==> config.mk <==
export PLATFORM = sky130hd
export DESIGN_NAME = seg7_tick_counter
export DESIGN_NICKNAME = d
export VERILOG_FILES = /design/src/rtl/seg7_pkg.sv /design/src/rtl/seg7_encode.sv /design/src/rtl/seg7_tick_counter.sv
export SDC_FILE = /design/constraint.sdc
export NUM_CORES = 1
export LEC_CHECK = 0
export CAP_MARGIN = 15
export CORE_ASPECT_RATIO = 1.25
export CORE_UTILIZATION = 61
export DETAILED_ROUTE_END_ITERATION = 10
export PLACE_DENSITY = 0.84
export SKIP_CTS_REPAIR_TIMING = 1
export SLEW_MARGIN = 20
export SYNTH_ARGS = -nofsm -noshare
export SYNTH_HDL_FRONTEND = slang
export SYNTH_SLANG_ARGS = --single-unit
export TNS_END_PERCENT = 5
==> constraint.sdc <==
create_clock -name clk -period 3 [get_ports clk]
set_clock_uncertainty 0.2 [all_clocks]
set_input_delay 0.3 -clock clk [delete_from_list [all_inputs] [get_ports clk]]
set_output_delay 0.3 -clock clk [all_outputs]
set_load 0.02 [all_outputs]
==> src/rtl/seg7_pkg.sv <==
// rtl/seg7_pkg.sv - shared widths, limits and segment table for the tick counter display
package seg7_pkg;

    localparam int SEG_W   = 7;
    localparam int DIGIT_W = 4;

    localparam logic [DIGIT_W-1:0] DEC_LIMIT = 4'd9;
    localparam logic [DIGIT_W-1:0] HEX_LIMIT = 4'd15;

    localparam logic [SEG_W-1:0] SEG_RESET = 7'h3F;

    typedef logic [DIGIT_W-1:0] digit_t;
    typedef logic [SEG_W-1:0]   seg_t;

    // Index 0 is the rightmost entry; bit0=a .. bit6=g, active high.
    localparam logic [15:0][SEG_W-1:0] SEG_TABLE = {
        7'h71, 7'h79, 7'h5E, 7'h39, 7'h7C, 7'h77, 7'h6F, 7'h7F,
        7'h07, 7'h7D, 7'h6D, 7'h66, 7'h4F, 7'h5B, 7'h06, 7'h3F
    };

    function automatic digit_t digit_limit(input logic hex_mode);
        return hex_mode ? HEX_LIMIT : DEC_LIMIT;
    endfunction

endpackage

==> src/rtl/seg7_encode.sv <==
// rtl/seg7_encode.sv - combinational digit to 7-segment lookup
module seg7_encode
    import seg7_pkg::*;
(
    input  logic [DIGIT_W-1:0] i_digit,
    output logic [SEG_W-1:0]   o_seg
);

    assign o_seg = SEG_TABLE[i_digit];

endmodule

==> src/rtl/seg7_tick_counter.sv <==
// rtl/seg7_tick_counter.sv - prescaled up/down digit counter driving a registered 7-segment display
module seg7_tick_counter
    import seg7_pkg::*;
#(
    parameter logic [23:0] MAX_COUNT = 24'd10_000_000,
    parameter int          PRESC_W   = 24
) (
    input  logic               clk,
    input  logic               rst_n,
    input  logic               ena,
    input  logic               run_sw,
    input  logic               up_sw,
    input  logic               hex_sw,
    input  logic               load_sw,
    input  logic [DIGIT_W-1:0] load_val,
    output logic [SEG_W-1:0]   seg_out,
    output logic               dp_out,
    output logic [DIGIT_W-1:0] digit,
    output logic               tick
);

    localparam logic [PRESC_W-1:0] TERM = PRESC_W'(MAX_COUNT - 24'd1);

    logic r_run_s1, r_run_s2;
    logic r_up_s1, r_up_s2;
    logic r_hex_s1, r_hex_s2;
    logic r_load_s1, r_load_s2, r_load_s3;

    logic [PRESC_W-1:0] r_presc;
    digit_t             r_digit;
    logic               r_dp;
    seg_t               r_seg;

    logic               w_active;
    logic               w_tick;
    logic               w_load;
    digit_t             w_limit;
    logic [PRESC_W-1:0] w_presc_nxt;
    digit_t             w_digit_nxt;
    logic               w_dp_nxt;
    seg_t               w_seg;

    always_ff @(posedge clk or negedge rst_n) begin
        if (!rst_n) begin
            r_run_s1  <= 1'b0;
            r_run_s2  <= 1'b0;
            r_up_s1   <= 1'b0;
            r_up_s2   <= 1'b0;
            r_hex_s1  <= 1'b0;
            r_hex_s2  <= 1'b0;
            r_load_s1 <= 1'b0;
            r_load_s2 <= 1'b0;
            r_load_s3 <= 1'b0;
        end else begin
            r_run_s1  <= run_sw;
            r_run_s2  <= r_run_s1;
            r_up_s1   <= up_sw;
            r_up_s2   <= r_up_s1;
            r_hex_s1  <= hex_sw;
            r_hex_s2  <= r_hex_s1;
            r_load_s1 <= load_sw;
            r_load_s2 <= r_load_s1;
            r_load_s3 <= r_load_s2;
        end
    end

    // The load edge detector keeps running with ena low; only its effect is gated.
    assign w_active = ena & r_run_s2;
    assign w_tick   = w_active & (r_presc == TERM);
    assign w_load   = ena & r_load_s2 & ~r_load_s3;
    assign w_limit  = digit_limit(r_hex_s2);

    always_comb begin
        w_presc_nxt = r_presc;
        if (w_load) begin
            w_presc_nxt = '0;
        end else if (w_tick) begin
            w_presc_nxt = '0;
        end else if (w_active) begin
            w_presc_nxt = r_presc + 1'b1;
        end
    end

    // A digit above the decimal limit after a hex->dec switch is treated as past the top.
    always_comb begin
        w_digit_nxt = r_digit;
        w_dp_nxt    = r_dp;
        if (w_load) begin
            w_digit_nxt = (!r_hex_s2 && (load_val > DEC_LIMIT)) ? '0 : load_val;
            w_dp_nxt    = 1'b0;
        end else if (w_tick) begin
            if (r_up_s2) begin
                if (r_digit >= w_limit) begin
                    w_digit_nxt = '0;
                    w_dp_nxt    = 1'b1;
                end else begin
                    w_digit_nxt = r_digit + 1'b1;
                    w_dp_nxt    = 1'b0;
                end
            end else begin
                if (r_digit == '0) begin
                    w_digit_nxt = w_limit;
                    w_dp_nxt    = 1'b1;
                end else if (r_digit > w_limit) begin
                    w_digit_nxt = w_limit;
                    w_dp_nxt    = 1'b0;
                end else begin
                    w_digit_nxt = r_digit - 1'b1;
                    w_dp_nxt    = 1'b0;
                end
            end
        end
    end

    always_ff @(posedge clk or negedge rst_n) begin
        if (!rst_n) begin
            r_presc <= '0;
            r_digit <= '0;
            r_dp    <= 1'b0;
            r_seg   <= SEG_RESET;
        end else begin
            r_presc <= w_presc_nxt;
            r_digit <= w_digit_nxt;
            r_dp    <= w_dp_nxt;
            r_seg   <= w_seg;
        end
    end

    seg7_encode u_encode (
        .i_digit (r_digit),
        .o_seg   (w_seg)
    );

    assign seg_out = r_seg;
    assign dp_out  = r_dp;
    assign digit   = r_digit;
    assign tick    = w_tick;

endmodule
==> impl_summary.md, run 1 <==
Clock network
The clock latency reported for the late side of the worst-skew pair is 0.29 ns. The root buffer cell is sky130_fd_sc_hd__clkbuf_8. The clock passes through at most 2 buffers. The clock tree from TritonCTS is built. The total number of H-tree levels is 2.

After clock tree synthesis, the clock-pin slew on the worst setup and hold paths is 0.08 ns. The total clock sinks is 45. The number of buffers created by CTS is 5.

Critical path
The critical-path cell with the highest stage delay is sky130_fd_sc_hd__clkdlybuf4s50_1. Traced cell by cell, the critical path runs through nor4b_1 > nand3_1 > or2_1 > clkinv_4 > clkdlybuf4s50_1. The largest fanout on the critical path is 8. For the worst setup path, the data arrival time is 2.30 ns.

The type of element launching the critical path is a register. Data on the critical path is required at its endpoint by 2.50 ns. The type of destination of the critical path is a primary output. The category of the most critical setup path is reg -> out. For this run, the slowest stage of the critical path takes 0.60 ns.

Power and ir drop
Net switching is 30.5% of the power. The leakage power is 1.17 nW. The reported net switching power is 0.451 mW. For this design the ratio of total power to cell area is 521 nW/um2. The internal power is 1.03 mW. The combinational share of power is 24.9%.

The part of the power in the clock network is 25.4%. The sequential share of power is 49.6%. VDD sags by at most 309 uV.

Run
The max capacitance violation total is 0.

Global routing
For this run, the total global-route usage over all layers was measured as 25.4%. The via count of the first global-routing pass is 1,874. The number of antenna violations at the first check in global routing was 0. The global-route wire length before repair is 8210 um. The largest net degree at the start of global routing is 46. For this run the aggregate overflow at the end of global routing stands at 0.

Cells and area
The total inserted antenna cells is 0. The flip-flop and latch area is 1130 um2. The multi-input combinational cells in the finished layout cover a total of 1220 um2. The final-stage net count is 302. Compared with the post-synthesis result, the final layout area differs by 14.0%. In the final layout, the share of cells above drive strength 1 is 10.0%. The number of inserted filler cells in the final layout is 287.

Timing
Final hold analysis gives a worst-case slack of 0.151 ns. The worst path uses 93.3% of the clock period. At the pin with the least slew margin, the transition time is 0.549 ns.

The summed negative setup slack over all endpoints is 0 ns. The number of max-slew violations in the final report is 0. The number of failing setup endpoints in the final timing report is 0. The worst slew margin relative to its limit is 63.4%. Derived from the worst setup path, the maximum achievable clock frequency is 357 MHz. The number of endpoints with negative hold slack in the final report came to 0. The routed design could run at a clock period as short as 2.80 ns.

Setup repair after global routing left no endpoint under its margin.

Route
The total routed wirelength is 4930 um. After detailed routing, the number of vias per cell comes to 5.78. For this block, the via count after detailed routing is 1,931. The pre-antenna-repair detailed-routing pass consisted of 4 iterations. Dividing the detail-routed wire length by the instance count gives 14.8 um.

In the routed design, unresolved DRC markers number 0. The detail route stage leaves a number of antenna-violating nets equal to 0. The detailed router finished its first iteration with 145 violations.

Synthesis
The parity-gate share of the synthesized area counting xor and xnor cells is 8.10%. The prevailing post-synth register cell is sky130_fd_sc_hd__dfrtp_1. The fraction of the mapped netlist area in compound gates is 12.2%. In this run the mean area of a mapped cell was 9.72 um2. The proportion of register bits with asynchronous set or reset after synthesis is 100%. The count of yosys warnings during synthesis is 0.

The area share of the leading cell type in the synthesized netlist is 39.2%. By area, the combinational part of the netlist is dominated by simple AND/OR/NAND/NOR gates. The simple-gate portion of the synthesized area is 22.9%. Among all cell types in the netlist, the one instantiated most often is sky130_fd_sc_hd__dfrtp_1. The multiplexer share of the synthesized area is 0.453%. By count the netlist is led by sky130_fd_sc_hd__dfrtp_1, sky130_fd_sc_hd__nor2_1, sky130_fd_sc_hd__nand2_1, sky130_fd_sc_hd__xnor2_1, sky130_fd_sc_hd__nor3_1. The synthesis-stage register bit count is 45. The largest area contributor in the synthesized netlist is sky130_fd_sc_hd__dfrtp_1.

Synthesis produced 256 cells. The distinct cell type count after synthesis is 51. The number of enable flip-flop cells after synthesis is 0. Sequential elements use 45.6% of the synthesized area. The synthesized cell area is 2490 um2. Yosys attributes the largest share of cell area to sky130_fd_sc_hd__dfrtp_1, sky130_fd_sc_hd__xnor2_1, sky130_fd_sc_hd__dfstp_2, sky130_fd_sc_hd__nor2_1, sky130_fd_sc_hd__ha_1. Summing the areas of all fa, ha and maj instances in the mapped netlist gives 5.53% of the synthesized area. Synthesis produced a netlist with a net count of 278.

Placed design
Once detailed placement completed, the half-perimeter wirelength came to 3470 um. The final RePlAce weighted congestion is 0.863. Port buffering added 23 buffers.

Min path
The type of the tightest min-delay check is reg -> reg.

Floorplan
The die area is 4340 um2. After floorplanning, the core was sized to cover 3850 um2. Pin placement for this block handled 24 I/O pins. The effective utilization at floorplan is 64.7%. In this run the core area contains 25 standard-cell rows. In this run the vertical extent of the chip is 73.4 um. In this run the horizontal extent of the chip is 59.1 um.

Outcome
The flow ran to the end, and the final reports show no timing, DRC or antenna violations.
[final timing paths]
check / startpoint / end / slack [ns] / depth (start not counted)
min in group asynchronous: rst_n / r_up_s1 / 0.35 / 2
worst max-delay path: r_presc[21] / tick / 0.20 / 5
worst min register to register: r_hex_s1 / r_hex_s2 / 0.15 / 0
worst max register to register: digit[2] / digit[1] / 0.50 / 6
worst min-delay path: r_hex_s1 / r_hex_s2 / 0.15 / 0
max in group asynchronous: rst_n / seg_out[4] / 1.88 / 2
[cell usage in the layout (no fill, tap or decap), types with 2 or more instances in the layout]
master,instances
sky130_fd_sc_hd__dfrtp_1,39
sky130_fd_sc_hd__nor2_1,37
sky130_fd_sc_hd__clkdlybuf4s50_1,22
sky130_fd_sc_hd__nand2_1,19
sky130_fd_sc_hd__xnor2_1,19
sky130_fd_sc_hd__nor3_1,14
sky130_fd_sc_hd__inv_1,12
sky130_fd_sc_hd__a21oi_1,11
sky130_fd_sc_hd__ha_1,11
sky130_fd_sc_hd__nand3_1,7
sky130_fd_sc_hd__o21ai_0,6
sky130_fd_sc_hd__clkbuf_8,6
sky130_fd_sc_hd__dfstp_2,6
sky130_fd_sc_hd__and4_1,5
sky130_fd_sc_hd__buf_4,5
sky130_fd_sc_hd__xor2_1,4
sky130_fd_sc_hd__o211ai_1,4
sky130_fd_sc_hd__nand4_1,4
sky130_fd_sc_hd__o31ai_1,4
sky130_fd_sc_hd__a31oi_1,3
sky130_fd_sc_hd__nor4_1,3
sky130_fd_sc_hd__o21a_1,3
sky130_fd_sc_hd__nor2b_1,2
sky130_fd_sc_hd__o32a_1,2
sky130_fd_sc_hd__and3_1,2
sky130_fd_sc_hd__and2_1,2
sky130_fd_sc_hd__and4b_1,2
sky130_fd_sc_hd__a211oi_1,2
sky130_fd_sc_hd__nor4_2,2
sky130_fd_sc_hd__nor3b_1,2
[sequential cells by signal, summed over array words and instances (netlist names)]
name       flops
seg_out        7
r_load_s1      1
r_run_s2       1
r_hex_s2       1
r_hex_s1       1
r_load_s2      1
r_run_s1       1
r_up_s1        1
dp_out         1
r_load_s3      1
digit          4
r_presc       24
r_up_s2        1
[final cells by class]
cell class | count | area share [%]
multi-input combinational | 186 | 43.1
sequential | 45 | 40.0
timing repair buffer | 28 | 9.44
clock buffer | 7 | 3.04
tap | 54 | 2.38
inverter | 14 | 2.03
[layer usage]
metal,GRT usage [%],vias to the layer above,share of wire [%]
met5,0,-,0
met4,13.2,0,3.3
met3,5.11,16,2.7
met2,43.8,49,50
met1,29.4,919,44
li1,-,947,-
[metrics by stage]
step           util (%)  worst slack (ns)  area, um2  power (mW)  cells
2_1_floorplan         -             0.763       2490       0.965    256
3_3_place_gp       71.2             0.352       2740        1.10    326
3_5_place_dp       71.2             0.320       2740        1.11    326
4_1_cts            73.4             0.196       2820        1.48    333
5_1_grt            73.7            0.0923       2840        1.55    334
6_report           73.7             0.201       2840        1.48    334
[power groups by stage]
stage                     sequential, mW  clock [mW]  combinational [mW]
after floorplan                    0.776           0               0.189
after global placement             0.742           0               0.360
after detailed placement           0.746           0               0.364
after CTS                          0.734       0.382               0.367
after global routing               0.743       0.401               0.408
final                              0.734       0.376               0.369
[logic make-up after synthesis]
kind of cell / after synthesis
mux: 1
compound gates: 42
xor+xnor: 23
flops: 45
buf+inv: 25
simple gates: 109
fa+ha+maj: 11
[critical path: cells and delay by family, from the launching register on]
| kind | cells | cell delay (ns) |
|---|---|---|
| simple gates | 3 | 0.87 |
| buf+inv | 2 | 0.71 |
| flops | 1 | 0.42 |
Note: power is estimated with default switching activity, not from simulation.
==> run 2, diff against run 1 <==
SKIP_CTS_REPAIR_TIMING = unset   (was 1)
==> results of run 2 <==
The final DEF is identical to that of run 1; final timing and power are the same.
Among the figures that moved: wire length of the first global-routing pass 8210 um -> 8230 um; via count of the first global-routing pass 1874 -> 1880; met2 usage 43.8% -> 44.1%
